--- config.mk ---
export PLATFORM = sky130hd
export DESIGN_NAME = alu_src_b_stage_flat
export DESIGN_NICKNAME = d
export VERILOG_FILES = /design/src/rtl/alu_src_b_stage_if.sv /design/src/rtl/alu_src_b_stage.sv /design/src/flat_wrapper.sv
export SDC_FILE = /design/constraint.sdc
export NUM_CORES = 1
export LEC_CHECK = 0
export CORE_AREA = 2 2 107 109
export CTS_BUF_LIST = sky130_fd_sc_hd__clkbuf_2 sky130_fd_sc_hd__clkbuf_4 sky130_fd_sc_hd__clkbuf_8
export DETAILED_ROUTE_END_ITERATION = 12
export DIE_AREA = 0 0 109 111
export DONT_BUFFER_PORTS = 1
export GPL_ROUTABILITY_DRIVEN = 1
export PLACE_DENSITY = 0.52
export SYNTH_ARGS = -nofsm -noshare
export SYNTH_HDL_FRONTEND = slang
export SYNTH_SLANG_ARGS = --single-unit
--- constraint.sdc ---
create_clock -name clk -period 2.9 [get_ports clk]
set_input_delay 0.29 -clock clk [delete_from_list [all_inputs] [get_ports clk]]
set_output_delay 0.29 -clock clk [all_outputs]
set_load 0.02 [all_outputs]
--- src/rtl/alu_src_b_stage_if.sv ---
// ALU B-operand stage bus: source/select input channel, elastic output
// channel and the sticky select-error flag with its clear.
// The master modport is the upstream/ALU side, the slave modport is the stage.
interface alu_src_b_stage_if #(
    parameter int WIDTH   = 32,
    parameter int NUM_SRC = 5,
    parameter int SEL_W   = 3
);
    logic [NUM_SRC*WIDTH-1:0] src_data;
    logic [SEL_W-1:0]         sel;
    logic                     in_valid;
    logic                     in_ready;
    logic [WIDTH-1:0]         out_data;
    logic                     out_valid;
    logic                     out_ready;
    logic                     sel_err;
    logic                     err_clr;

    modport master (
        output src_data,
        output sel,
        output in_valid,
        input  in_ready,
        input  out_data,
        input  out_valid,
        output out_ready,
        input  sel_err,
        output err_clr
    );

    modport slave (
        input  src_data,
        input  sel,
        input  in_valid,
        output in_ready,
        output out_data,
        output out_valid,
        input  out_ready,
        output sel_err,
        input  err_clr
    );
endinterface

--- src/rtl/alu_src_b_stage.sv ---
// ALU B-operand select stage.
// Picks one of NUM_SRC operand sources (one index may be replaced by the
// hardwired CONST_VAL), registers it into a 2-entry valid/ready elastic
// buffer (head + skid) so the ALU can stall without losing an operand.
// Out-of-range selects push zero and raise a sticky sel_err.
// Optional feature macro: ALU_SRC_B_ERR_CNT_EN adds an 8-bit saturating
// count of out-of-range pushes on port err_cnt.
module alu_src_b_stage #(
    parameter int WIDTH     = 32,
    parameter int NUM_SRC   = 5,
    parameter int SEL_W     = 3,
    parameter int CONST_SEL = 1,
    parameter int CONST_VAL = 4
) (
    input  logic              clk,
    input  logic              reset,
    alu_src_b_stage_if.slave  bus
`ifdef ALU_SRC_B_ERR_CNT_EN
    ,
    output logic [7:0]        err_cnt
`endif
);

    // A CONST_SEL outside the source range disables the constant path.
    localparam bit               CONST_EN = (CONST_SEL < NUM_SRC);
    localparam logic [WIDTH-1:0] CONST_W  = WIDTH'(CONST_VAL);

    typedef enum logic [1:0] {
        EMPTY = 2'd0,
        ONE   = 2'd1,
        FULL  = 2'd2
    } fill_t;

    fill_t            state;
    fill_t            state_next;
    logic [WIDTH-1:0] head;
    logic [WIDTH-1:0] skid;
    logic [WIDTH-1:0] head_next;
    logic [WIDTH-1:0] skid_next;
    logic [WIDTH-1:0] sel_val;
    logic [31:0]      sel_idx;
    logic             sel_oor;
    logic             in_ready_int;
    logic             out_valid_int;
    logic             push;
    logic             pop;
    logic             err_q;

    // Handshake flags come from the registered fill state only, so there is
    // no combinational path from out_ready to in_ready.
    assign in_ready_int  = (state != FULL);
    assign out_valid_int = (state != EMPTY);
    assign push          = bus.in_valid && in_ready_int;
    assign pop           = out_valid_int && bus.out_ready;

    assign bus.in_ready  = in_ready_int;
    assign bus.out_valid = out_valid_int;
    assign bus.out_data  = head;
    assign bus.sel_err   = err_q;

    // Operand mux: constant override first, then the source slices, and
    // anything beyond the last source becomes zero plus an error flag.
    always_comb begin
        sel_idx = 32'(bus.sel);
        sel_val = '0;
        sel_oor = 1'b0;
        if (CONST_EN && (sel_idx == 32'(CONST_SEL))) begin
            sel_val = CONST_W;
        end else if (sel_idx < 32'(NUM_SRC)) begin
            for (int i = 0; i < NUM_SRC; i++) begin
                if (sel_idx == 32'(i)) begin
                    sel_val = bus.src_data[i*WIDTH +: WIDTH];
                end
            end
        end else begin
            sel_oor = 1'b1;
        end
    end

    // Fill-state next-state logic and head/skid entry updates.
    always_comb begin
        state_next = state;
        head_next  = head;
        skid_next  = skid;
        case (state)
            EMPTY: begin
                if (push) begin
                    state_next = ONE;
                    head_next  = sel_val;
                end
            end
            ONE: begin
                if (push && pop) begin
                    head_next = sel_val;
                end else if (push) begin
                    state_next = FULL;
                    skid_next  = sel_val;
                end else if (pop) begin
                    state_next = EMPTY;
                end
            end
            FULL: begin
                if (pop) begin
                    state_next = ONE;
                    head_next  = skid;
                end
            end
            default: begin
                state_next = EMPTY;
            end
        endcase
    end

    // Fill state and buffer entries; reset discards both entries at once.
    always_ff @(posedge clk or negedge reset) begin
        if (!reset) begin
            state <= EMPTY;
            head  <= '0;
            skid  <= '0;
        end else begin
            state <= state_next;
            head  <= head_next;
            skid  <= skid_next;
        end
    end

    // Sticky select error: an out-of-range push wins over a same-cycle clear.
    always_ff @(posedge clk or negedge reset) begin
        if (!reset) begin
            err_q <= 1'b0;
        end else if (push && sel_oor) begin
            err_q <= 1'b1;
        end else if (bus.err_clr) begin
            err_q <= 1'b0;
        end
    end

`ifdef ALU_SRC_B_ERR_CNT_EN
    // Saturating count of out-of-range pushes; clear plus increment gives 1.
    always_ff @(posedge clk or negedge reset) begin
        if (!reset) begin
            err_cnt <= 8'd0;
        end else if (bus.err_clr) begin
            err_cnt <= (push && sel_oor) ? 8'd1 : 8'd0;
        end else if (push && sel_oor && (err_cnt != 8'hFF)) begin
            err_cnt <= err_cnt + 8'd1;
        end
    end
`endif

endmodule

--- src/flat_wrapper.sv ---
// flat-port wrapper written by rule: the top's interface ports become plain ports
module alu_src_b_stage_flat 
#(
    parameter int WIDTH     = 32,
    parameter int NUM_SRC   = 5,
    parameter int SEL_W     = 3,
    parameter int CONST_SEL = 1,
    parameter int CONST_VAL = 4
)
  (clk, reset, bus_src_data, bus_sel, bus_in_valid, bus_in_ready, bus_out_data, bus_out_valid, bus_out_ready, bus_sel_err, bus_err_clr);
  alu_src_b_stage_if #(.WIDTH(WIDTH), .NUM_SRC(NUM_SRC), .SEL_W(SEL_W)) bus_i ();
  input  logic clk;
  input  logic reset;
  input wire logic [$bits(bus_i.src_data)-1:0] bus_src_data;
  input wire logic [$bits(bus_i.sel)-1:0] bus_sel;
  input wire logic [$bits(bus_i.in_valid)-1:0] bus_in_valid;
  output wire logic [$bits(bus_i.in_ready)-1:0] bus_in_ready;
  output wire logic [$bits(bus_i.out_data)-1:0] bus_out_data;
  output wire logic [$bits(bus_i.out_valid)-1:0] bus_out_valid;
  input wire logic [$bits(bus_i.out_ready)-1:0] bus_out_ready;
  output wire logic [$bits(bus_i.sel_err)-1:0] bus_sel_err;
  input wire logic [$bits(bus_i.err_clr)-1:0] bus_err_clr;
  assign bus_i.src_data = bus_src_data;
  assign bus_i.sel = bus_sel;
  assign bus_i.in_valid = bus_in_valid;
  assign bus_in_ready = bus_i.in_ready;
  assign bus_out_data = bus_i.out_data;
  assign bus_out_valid = bus_i.out_valid;
  assign bus_i.out_ready = bus_out_ready;
  assign bus_sel_err = bus_i.sel_err;
  assign bus_i.err_clr = bus_err_clr;
  alu_src_b_stage #(.WIDTH(WIDTH), .NUM_SRC(NUM_SRC), .SEL_W(SEL_W), .CONST_SEL(CONST_SEL), .CONST_VAL(CONST_VAL)) u_core (.clk(clk), .reset(reset), .bus(bus_i));
endmodule
# [Word level (Yosys, flattened, before mapping)]
# Index checks and enable logic that the tools add are counted.
# Widths: inputs -> output; s select.
[word_totals] reg_bits=67 word_cells=50 inputBits=168 out_inout_bits=35
[op_classes] n_mux=20 reduce_logical=12 n_eq_ne=12 magnitude_cmp=1 bitwise=1
[op_table] op="$mux 32" n=9
[op_table] op="$pmux 32 s3" n=1
[op_table] op="$mux 2" n=5
[op_table] op="$reduce_and 4->1" n=2
[op_table] op="$eq 3x2->1 const B" n=2
[op_table] op="$ne 2x1->1 const B" n=3
[op_table] op="$pmux 2 s3" n=1
[op_table] op="$logic_and 1x1->1" n=4
[op_table] op="$mux 1" n=4
[op_table] op="$ne 2x2->1 const B" n=2
[op_table] op="$reduce_bool 2->1" n=2
[op_table] op="$eq 3x1->1 const B" n=1
[op_table] op="$eq 3x3->1 const B" n=1
[op_table] op="$logic_not 3->1" n=1
[op_table] op="$lt 3x3->1 const B" n=1
[op_table] op="$ne 3x1->1 const B" n=1
[op_table] op="$reduce_and 3->1" n=1
[op_table] op="$reduce_bool 3->1" n=1
[op_table] op="$eq 2x1->1 const B" n=1
[op_table] op="$eq 2x2->1 const B" n=1
[op_table] op="$logic_not 2->1" n=1
[op_table] op="$not 1->1" n=1

# [Logic depth before layout (Yosys ltp)]
[depth] word_depth=9 ltp_mapped=7 mapped_depth_nobuf=4

# [Least setup slack after synthesis]
# OpenSTA, ideal clock, no wires.
[synth_timing] kind="reg-to-reg" start="reg u_core.state[0]" end="reg u_core.head[0], in the netlist u_core.bus.out_data[0]" setup_slack_ps=1534 arrival_time_ps=1289 required_time_ps=2823 setup_ps=77 stages_incl_launch_ff=6 synth_period_minus_slack_ps=1366 cell_sequence="dfrtp_1 nand2b_1 nor2_1 buf_2 a22oi_1 o21ai_1"
[synth_via] elab_chain_len=5
[synth_rtl] element="start, declared" line="alu_src_b_stage.sv:34" text="fill_t state;"
[synth_rtl] element="start signal, assigned" line="alu_src_b_stage.sv:121" text="state <= state_next;"
[synth_rtl] element="$ne 2x2->1 (*)" line="alu_src_b_stage.sv:51" text="assign in_ready_int = (state != FULL);"
[synth_rtl] element="via bus_in_ready" line="flat_wrapper.sv:17" text="output wire logic [$bits(bus_i.in_ready)-1:0] bus_in_ready;"
[synth_rtl] element="$logic_and 1x1->1 (*)" line="alu_src_b_stage.sv:53" text="assign push = bus.in_valid && in_ready_int;"
[synth_rtl] element="$logic_and 1x1->1" line="alu_src_b_stage.sv:93" text="if (push && pop) begin"
[synth_rtl] element="$ne 2x1->1 (no source line)"
[synth_rtl] element="$reduce_and 4->1 (no source line) (*)"
[synth_rtl] element="end signal, assigned" line="alu_src_b_stage.sv:122" text="head <= head_next;"
[synth_rtl] element="end, declared" line="alu_src_b_stage.sv:36" text="logic [WIDTH-1:0] head;"
# The timed path passes the listed nets; every way through them passes the cells marked *.
# A chain may end at the register's enable or synchronous reset.

# [Worst setup path after layout]
[layout_timing] start="reg u_core.state[0]" end="reg u_core.head[10], in the netlist u_core.bus.out_data[10]"
# The elaborated chain is that of the path after synthesis.

==> reports/results.ini <==
[job]
max-cap-violations = 0

[die]
fp.dieArea_um2 = 12100
fp.coreArea_um2 = 11100
dieWidth_um = 109
io_pins = 203
die_h_um = 111
rows = 39
start_util = 0.336

[cts]
clock_latency_ns = 0.33
root_buffer = clkbuf_8
cts_num_sinks = 67
cts_buffer_depth = 2
htreeDepth = 3
post-cts-setup-buffer-count = 0
cts_buffers = 9
cts_tree = built
path_clk_slew_ns = 0.07

[setup_path]
cp.required_ns = 3.16
cp-start-kind = flop
reg2reg_setup_slack_ns = 0.95
cpLargestDelayFamily = simple AND/OR/NAND/NOR gates
critPathCaptureType = flop
arrival_ns = 2.21
worst-setup-path-type = reg2reg
crit_chain = nand2b_1 -> nor2_4 -> a22oi_1 -> o21ai_1
path_max_fanout = 32
cp_slowest_cell = nor2_4
crit_path_max_incr_delay_ns = 0.76
worst-path-buf-inv = 0

[power_and_ir_drop]
clkPwrFrac = 0.330
swShare = 0.311
comb_power_share = 0.166
p_leak_uw = 0.00183
p_seq_frac = 0.504
internal_power_uw = 1760
power.switching_uw = 792
total_power_uw = 2550
power.density_nw_per_um2 = 629
vdd_drop_max_mv = 0.186

[synthesis]
synth_area_leaders = dfrtp_1 45%, mux2i_1 8.6%, o21ai_1 8.6%
ys_ff_latch = 67
synth-compound-area-share = 0.259
avgSynthCellArea_um2 = 8.27
syn-num-nets = 618
ys_types = 25
ys_seq_area_frac = 0.451
synth_xor_area_frac = 0
yosys_warnings = 0
synthAdderAreaFrac = 0
syn_area_um2 = 3720
synth_mux_area_frac = 0.0861
synthesis.instances = 450
synth_top_area_cell = dfrtp_1
synth_top_family_by_area = compound AO/OA/AOI/OAI gates
synthSimpleGateAreaFrac = 0.124
synth_top_area_frac = 0.451

[drt]
drt-total-wl_um = 10700
drc = 0
avgRoutedWirePerCell_um = 18.4
drtPass1Iterations = 4
drt_iter0_drc = 152
viasPerCell = 5.48
drtAntennaViolNets = 0
vias = 3192

[global_route]
antenna_found_initial = 0
grt_pass1_wl_um = 16700
grt_overflow = 0
grt_max_degree = 68
track_usage = 0.182
grt_pass1_vias = 3047

[timing]
final.period_utilization = 0.671
hold_viol_final = 0
max_freq_mhz = 514
fin_crit_ns = 1.95
finClkSkew_ns = 0.00419
timing.hold.ws_ns = 0.0560
setup_violations = 0
tns_ns = 0
slew_headroom = 0.328
slew_viol_final = 0
worst_pin_slew_ns = 1.01
grt_setup_unrepaired = no
fin_ws_ns = 0.954

[layout]
layout-drive-gt1-share = 0.0638
num-fill-cells = 1127
diodes = 0
nets = 602
syn2layout_area_growth_pct = 8.98
design_area_um2 = 4050
mostFrequentLayoutCells = 67 x nand2_1, 67 x dfrtp_1, 64 x o21ai_1

[min_path]
hold_path_class = in2reg

[placement]
portBuffers = 0
placed_cell_area_um2 = 3790
gp_congestion = 0.704
dp_hpwl_um = 6970
dp_worst_setup_slack_ns = 0.962

[run_status]
outcome = complete, no violations

==> stage by stage <==
step	util	cells
after global routing	0.366	582
after CTS	0.366	582
after global placement	0.342	563
after floorplan	-	450
final	0.366	582
after detailed placement	0.342	563
==> cell type report <==
class | count | area, um^2 | area share
tap | 143 | 179 | 0.0441
clock buffer | 15 | 188 | 0.0463
clock inverter | 1 | 30.0 | 0.00741
multi-input combinational | 312 | 1750 | 0.432
timing repair buffer | 10 | 100 | 0.0247
sequential | 67 | 1680 | 0.414
inverter | 34 | 128 | 0.0315
==> worst reg2reg max path: stages, from the launching register on <==
cell and delay, ns:
dfrtp_1 0.43, nand2b_1 0.34, nor2_4 0.76, a22oi_1 0.23
o21ai_1 0.12
==> layer usage <==
metal / vias to the layer above / wire length [um] / GRT usage / part of all wire
li1: 1538 / - / - / -
met1: 1520 / 4710 / 0.236 / 0.44
met2: 129 / 5160 / 0.296 / 0.48
met3: 5 / 774 / 0.0529 / 0.072
met4: 0 / 74 / 0.0436 / 0.0069
met5: - / 0 / 0 / 0
==> power groups by stage <==
stage | Clock (uW) | Sequential [uW] | Combinational (uW)
CTS | 872 | 1290 | 431
global placement | 0 | 1300 | 390
detailed placement | 0 | 1300 | 404
floorplan | 0 | 1270 | 347
global route | 917 | 1310 | 484
finish | 842 | 1290 | 423
==> repair_timing <==
| item | in CTS | in global routing |
|---|---|---|
| resized for setup | 0 | 0 |
| hold buffers | 3 | 0 |
| hold endpoints to repair | 68 | 0 |
==> cell usage after synthesis <==
cell / n
nand4_1: 1
o21ai_1: 64
nand2_1: 67
nor2b_2: 1
mux2i_1: 32
o22ai_1: 32
nand3_1: 2
dfrtp_1: 67
a21oi_1: 3
o21ai_0: 33
a211o_1: 1
buf_6: 1
or2_1: 1
clkbuf_1: 19
buf_4: 2
nand2b_1: 5
inv_1: 34
nor2_1: 34
buf_1: 2
or2_2: 1
nor4_1: 1
a221oi_2: 1
nor2b_1: 1
buf_2: 13
a22oi_1: 32
==> path summary, 6_finish.rpt <==
kind                                  from                      end  depth (start not counted)
min reg2reg                 u_core.skid[8]           u_core.skid[8]                          2
max                        u_core.state[0]  u_core.bus.out_data[10]                          4
min                            bus_err_clr       u_core.bus.sel_err                          1
min in group asynchronous            reset          u_core.state[1]                          2
max in group asynchronous            reset           u_core.skid[9]                          2
max reg2reg                u_core.state[0]  u_core.bus.out_data[10]                          4
==> state kept, by name (all words and copies together) (netlist names) <==
| register | flops |
|---|---|
| u_core.bus.sel_err | 1 |
| u_core.skid | 32 |
| u_core.state | 2 |
| u_core.bus.out_data | 32 |
==> cell families after synthesis <==
family,after synthesis
and+or+nand+nor,114
AOI/OAI and AO/OA,166
DFF,67
buffers and inverters,71
muxes,32
(Power assumes the default switching activity.)
